--- src/rtl/uart_rx.sv ---
`default_nettype none
// +-----------------------------------------------------------------------------+
// | Module   : uart_rx                                                          |
// | Purpose  : UART receiver, 8N1 (or 8E1), LSB first. The asynchronous serial  |
// |            input is oversampled by clk and each bit is sampled mid-bit.     |
// |            Each good byte is emitted as a one-cycle o_vld pulse.            |
// |            There is no backpressure.                                        |
// | Ports    : clk     in   system clock, posedge                               |
// |            rst_n   in   asynchronous active-low reset                       |
// |            i_rx    in   serial line, idle high, asynchronous to clk         |
// |            o_data  out  [7:0] last received byte, held between frames       |
// |            o_vld   out  one-cycle pulse per correctly framed byte           |
// |            o_perr  out  parity error, qualified by o_vld (parity build only)|
// | Macro    : UART_RX_PARITY_EN - adds an even-parity bit and the o_perr port  |
// | Revision : 1.0  initial release                                             |
// +-----------------------------------------------------------------------------+
module uart_rx #(
  parameter int FREQ = 1_000_000,
  parameter int RATE = 115_200
) (
  input  logic       clk,
  input  logic       rst_n,
  input  logic       i_rx,
  output logic [7:0] o_data,
  output logic       o_vld
`ifdef UART_RX_PARITY_EN
  ,
  output logic       o_perr
`endif
);

  localparam int DIV  = FREQ / RATE;
  localparam int HALF = DIV / 2;
  localparam int CW   = $clog2(DIV);   // wide enough to hold DIV-1

  localparam logic [CW-1:0] DIV_M1  = CW'(DIV - 1);
  localparam logic [CW-1:0] HALF_M1 = CW'(HALF - 1);
  localparam logic [CW-1:0] CNT_ONE = CW'(1);

  localparam logic [2:0] S_IDLE      = 3'd0;
  localparam logic [2:0] S_START     = 3'd1;
  localparam logic [2:0] S_DATA      = 3'd2;
  localparam logic [2:0] S_STOP      = 3'd3;
  localparam logic [2:0] S_WAIT_IDLE = 3'd4;
`ifdef UART_RX_PARITY_EN
  localparam logic [2:0] S_PARITY    = 3'd5;
`endif

  logic          rx_meta;
  logic          rx_s;
  logic [2:0]    state;
  logic [2:0]    state_nxt;
  logic [CW-1:0] baud_cnt;
  logic [2:0]    bit_cnt;
  logic [7:0]    shreg;
  logic          tick;
  logic          cnt_load;
  logic [CW-1:0] cnt_val;
  logic          shift_en;
  logic          done;
`ifdef UART_RX_PARITY_EN
  logic          par_en;
  logic          par_bit;
`endif

  // Two-flop synchronizer; resets to the idle (high) line level.
  always_ff @(posedge clk or negedge rst_n) begin
    if (!rst_n) begin
      rx_meta <= 1'b1;
      rx_s    <= 1'b1;
    end else begin
      rx_meta <= i_rx;
      rx_s    <= rx_meta;
    end
  end

  assign tick = (baud_cnt == '0);

  // State register
  always_ff @(posedge clk or negedge rst_n) begin
    if (!rst_n) state <= S_IDLE;
    else        state <= state_nxt;
  end

  // Next-state logic
  always_comb begin
    state_nxt = state;
    case (state)
      S_IDLE:      if (!rx_s) state_nxt = S_START;
      // A start bit that is high again at mid-bit was a glitch.
      S_START:     if (tick) state_nxt = rx_s ? S_IDLE : S_DATA;
`ifdef UART_RX_PARITY_EN
      S_DATA:      if (tick && bit_cnt == 3'd7) state_nxt = S_PARITY;
      S_PARITY:    if (tick) state_nxt = S_STOP;
`else
      S_DATA:      if (tick && bit_cnt == 3'd7) state_nxt = S_STOP;
`endif
      // Back to IDLE on the stop sample itself, so a start bit that
      // follows the stop bit without a gap is still caught.
      S_STOP:      if (tick) state_nxt = rx_s ? S_IDLE : S_WAIT_IDLE;
      S_WAIT_IDLE: if (rx_s) state_nxt = S_IDLE;
      default:     state_nxt = S_IDLE;
    endcase
  end

  // Output / control decode
  always_comb begin
    cnt_load = 1'b0;
    cnt_val  = DIV_M1;
    shift_en = 1'b0;
    done     = 1'b0;
`ifdef UART_RX_PARITY_EN
    par_en   = 1'b0;
`endif
    case (state)
      S_IDLE: begin
        // Half a bit to the middle of the start bit.
        cnt_load = !rx_s;
        cnt_val  = HALF_M1;
      end
      S_START: cnt_load = tick;
      S_DATA: begin
        cnt_load = tick;
        shift_en = tick;
      end
`ifdef UART_RX_PARITY_EN
      S_PARITY: begin
        cnt_load = tick;
        par_en   = tick;
      end
`endif
      S_STOP:  done = tick && rx_s;
      default: ;
    endcase
  end

  // Datapath
  always_ff @(posedge clk or negedge rst_n) begin
    if (!rst_n) begin
      baud_cnt <= '0;
      bit_cnt  <= 3'd0;
      shreg    <= 8'h00;
      o_data   <= 8'h00;
      o_vld    <= 1'b0;
`ifdef UART_RX_PARITY_EN
      par_bit  <= 1'b0;
      o_perr   <= 1'b0;
`endif
    end else begin
      // Reloaded at every sample point, so timing error never accumulates.
      if (cnt_load)       baud_cnt <= cnt_val;
      else if (!tick)     baud_cnt <= baud_cnt - CNT_ONE;

      if (shift_en) begin
        shreg   <= {rx_s, shreg[7:1]};   // LSB arrives first
        bit_cnt <= bit_cnt + 3'd1;       // wraps 7 -> 0 after the last bit
      end

      o_vld <= done;
      if (done) o_data <= shreg;
`ifdef UART_RX_PARITY_EN
      if (par_en) par_bit <= rx_s;
      o_perr <= done && ((^shreg) ^ par_bit);
`endif
    end
  end

endmodule
`default_nettype wire

--- config.mk ---
export PLATFORM = sky130hd
export DESIGN_NAME = uart_rx
export DESIGN_NICKNAME = d
export VERILOG_FILES = /design/src/rtl/uart_rx.sv
export SDC_FILE = /design/constraint.sdc
export NUM_CORES = 1
export LEC_CHECK = 0
export ABC_CLOCK_PERIOD_IN_PS = 4600
export BUFFER_PORTS_ARGS = -buffer_cell sky130_fd_sc_hd__buf_4
export CAP_MARGIN = 20
export CORE_ASPECT_RATIO = 0.9
export CORE_UTILIZATION = 45
export CTS_CLUSTER_SIZE = 40
export DETAILED_ROUTE_END_ITERATION = 10
export GPL_TIMING_DRIVEN = 0
export PLACE_DENSITY = 0.73
export SLEW_MARGIN = 20
export SYNTH_ARGS = -nofsm -noshare
export SYNTH_HDL_FRONTEND = slang
export SYNTH_SLANG_ARGS = --single-unit
--- constraint.sdc ---
create_clock -name clk -period 4.6 [get_ports clk]
set_input_delay 0.92 -clock clk [delete_from_list [all_inputs] [get_ports clk]]
set_output_delay 0.92 -clock clk [all_outputs]
set_load 0.1 [all_outputs]
==> impl_metrics.toml <==
[global_routing]
grt_usage_pct = 14.21
antenna_found_initial = 0
grt_pass1_wl_um = 2953
grt-ovfl-total = 0
grt_pass1_vias = 616
grt_max_degree = 29

[cells_and_area]
areaGrowthSynthToFinish_pct = 12.13
antenna_cells = 0
n_fill_cell = 219
instances_no_fill = 127
drive_gt1_share_pct = 40.40
fin_nets = 107
postLayoutCoreUtil_pct = 53.90

[drt]
via_per_inst = 5.197
wire_per_inst_um = 13.63
initialDrtViolationCount = 3
via_count = 660
drc = 0
wl_um = 1731
firstDrtPassIters = 3
ant_nets = 0

[die]
dieWidth_um = 56.12
start_util_pct = 48.07
std_cell_rows = 17
die_area_um2 = 2845
die_h_um = 50.71
core-area_um2 = 2467
pin_count = 12

[sta]
period_minus_slack_ns = 2.075
finalSetupViolCount = 0
fin_skew_ns = 0.01327
fin_tns_setup_ns = 0
fmax_ghz = 0.4819
relSlewSlack_pct = 55.74
hold_viol = 0
fin_crit_sh_pct = 45.11
finalMaxSlewViolations = 0
tightest_slew_ns = 0.6610
rsz0062_at_grt = "false"
layout_setup_ws_ns = 2.525

[synth]
yosysWarnings = 0
synth.cell_area_um2 = 1186
synthDistinctLibCells = 27
synth_top_family_by_area = "multiplexers"
synth_seq_cells = 28
yosysSeqAreaShare_pct = 59.28
yosys.area_share.simple_pct = 10.76
synth-xor-area-share_pct = 2.215
synth_fa_ha_area_share_pct = 4.219
syn_inst = 84
synth_compound_area_share_pct = 2.215
syn_avg_cell_area_um2 = 14.12
synth_nets = 91
synth.area.mux_share_pct = 18.78

[clocking]
clockRootBuffer = "clkbuf_4"
cts-htree-levels = 1
cts_resized = 0
clockBufferDepth = 2
post-cts-setup-buffers = 0
clk_latency_ns = 0.32
cts.sinks = 28
path_clk_slew_ns = 0.12
cts_hold_buf = 0
cts_inserted_buffers = 3
cts_tree = "done"

[place]
dp.cells = 123
globalplace.congestion = 0.7978
port_buffers = 11
place_ws_ns = 2.516
dp_hpwl_um = 1214

[setup_path]
path_cells = "inv_1 -> ha_1 -> nand2b_1 -> buf_2 -> nor4b_4 -> mux2_2"
cp_slowest_cell = "nor4b_4"
arrival_ns = 2.29
crit_type = "register to register"
required_ns = 4.81
start_kind = "register"
cp_max_fo = 9
slowest_delay_ns = 0.63
endpoint_kind = "register"

[run]
drv_cap = 0

[power]
ir_drop_mv = 0.2745
p_leak_nw = 0.6735
powerDensity_nw_per_um2 = 459.4
finalPower_w = 0.0006110

[status]
status = "finished clean"

[worst_hold_path]
hold_path.class = "register to register"
[state kept, by name, indices dropped and copies added (netlist names)]
name,count
bit_cnt,3
state,3
shreg,8
baud_cnt,3
rx_s,1
rx_meta,1
o_vld,1
o_data,8
[cell usage after synthesis, drive strengths merged]
master | n | area, um^2
inv | 2 | 7.510
or3b | 1 | 8.760
o21ai | 1 | 5.000
o31a | 1 | 8.760
mux2i | 2 | 20.02
xor2 | 1 | 8.760
nand2b | 1 | 6.260
buf | 2 | 10.01
dfrtp | 26 | 650.6
and2 | 1 | 6.260
or4 | 1 | 7.510
dfstp | 2 | 52.55
and4b | 1 | 10.01
a21boi | 1 | 7.510
clkbuf | 3 | 12.51
nor3 | 1 | 5.000
ha | 4 | 50.05
nor4b | 2 | 38.78
nand2 | 3 | 11.26
mux2 | 18 | 202.7
xnor2 | 2 | 17.52
nand3b | 1 | 7.510
nor3b | 1 | 7.510
a21oi | 1 | 5.000
nor2 | 5 | 18.77
[metal layers]
| layer | GRT usage, % | vias to the layer above | wire [um] |
|---|---|---|---|
| li1 | - | 319 | - |
| met1 | 18.52 | 327 | 851 |
| met2 | 21.43 | 12 | 800 |
| met3 | 5.670 | 2 | 66 |
| met4 | 5.285 | 0 | 12 |
| met5 | 0 | - | 0 |
[power by group]
| group | internal, W | total (W) | switching [W] |
|---|---|---|---|
| Sequential | 0.000288 | 0.000310 | 0.0000219 |
| Clock | 0.0000339 | 0.0000990 | 0.0000650 |
| Combinational | 0.0000842 | 0.000202 | 0.000118 |
[through the flow]
stage	instance area (um^2)	hold slack, ns
after floorplan	1186	0.3452
after global placement	1304	0.3462
after CTS	1330	0.3736
after detailed placement	1304	0.3545
after global routing	1330	0.3801
final	1330	0.3704
[placed cells by master, fill, tap and decap left out, types with 3 or more instances in the layout]
cell,count
dfrtp_1,26
clkbuf_4,3
clkbuf_1,3
nor2_1,5
buf_4,11
ha_1,4
nand2_1,3
mux2_2,18
[critical path, delay by kind of cell, from the launching register on]
family	cells	cell delay (ns)
flip-flops	1	0.41
AND/OR/NAND/NOR	2	0.70
multiplexers	1	0.41
adder cells (fa/ha/maj)	1	0.21
buffers and inverters	2	0.25
[cells by family after synthesis]
kind of cell	after synthesis
flops	28
mux	20
simple gates	18
buf+inv	7
compound gates	4
fa+ha+maj	4
xor+xnor	3
[area by class of cell]
type | count | area [um^2] | area share [%]
Buffer | 5 | 22.52 | 1.693
Clock buffer | 4 | 26.28 | 1.976
Inverter | 2 | 7.507 | 0.5644
Multi-Input combinational cell | 49 | 452.9 | 34.05
Sequential cell | 28 | 703.2 | 52.87
Tap cell | 28 | 35.03 | 2.634
Timing Repair Buffer | 11 | 82.58 | 6.209
[path summary, 6_finish.rpt]
kind                        startpoint        end  slack, ns  cells past startpoint
setup / recovery           baud_cnt[0]  o_data[2]       2.52                      6
hold / removal                 rx_meta       rx_s       0.37                      0
setup reg to reg           baud_cnt[0]  o_data[2]       2.52                      6
hold reg to reg                rx_meta       rx_s       0.37                      0
max in group asynchronous        rst_n    rx_meta       3.80                      1
min in group asynchronous        rst_n   state[0]       0.48                      1
(Power assumes the default switching activity.)
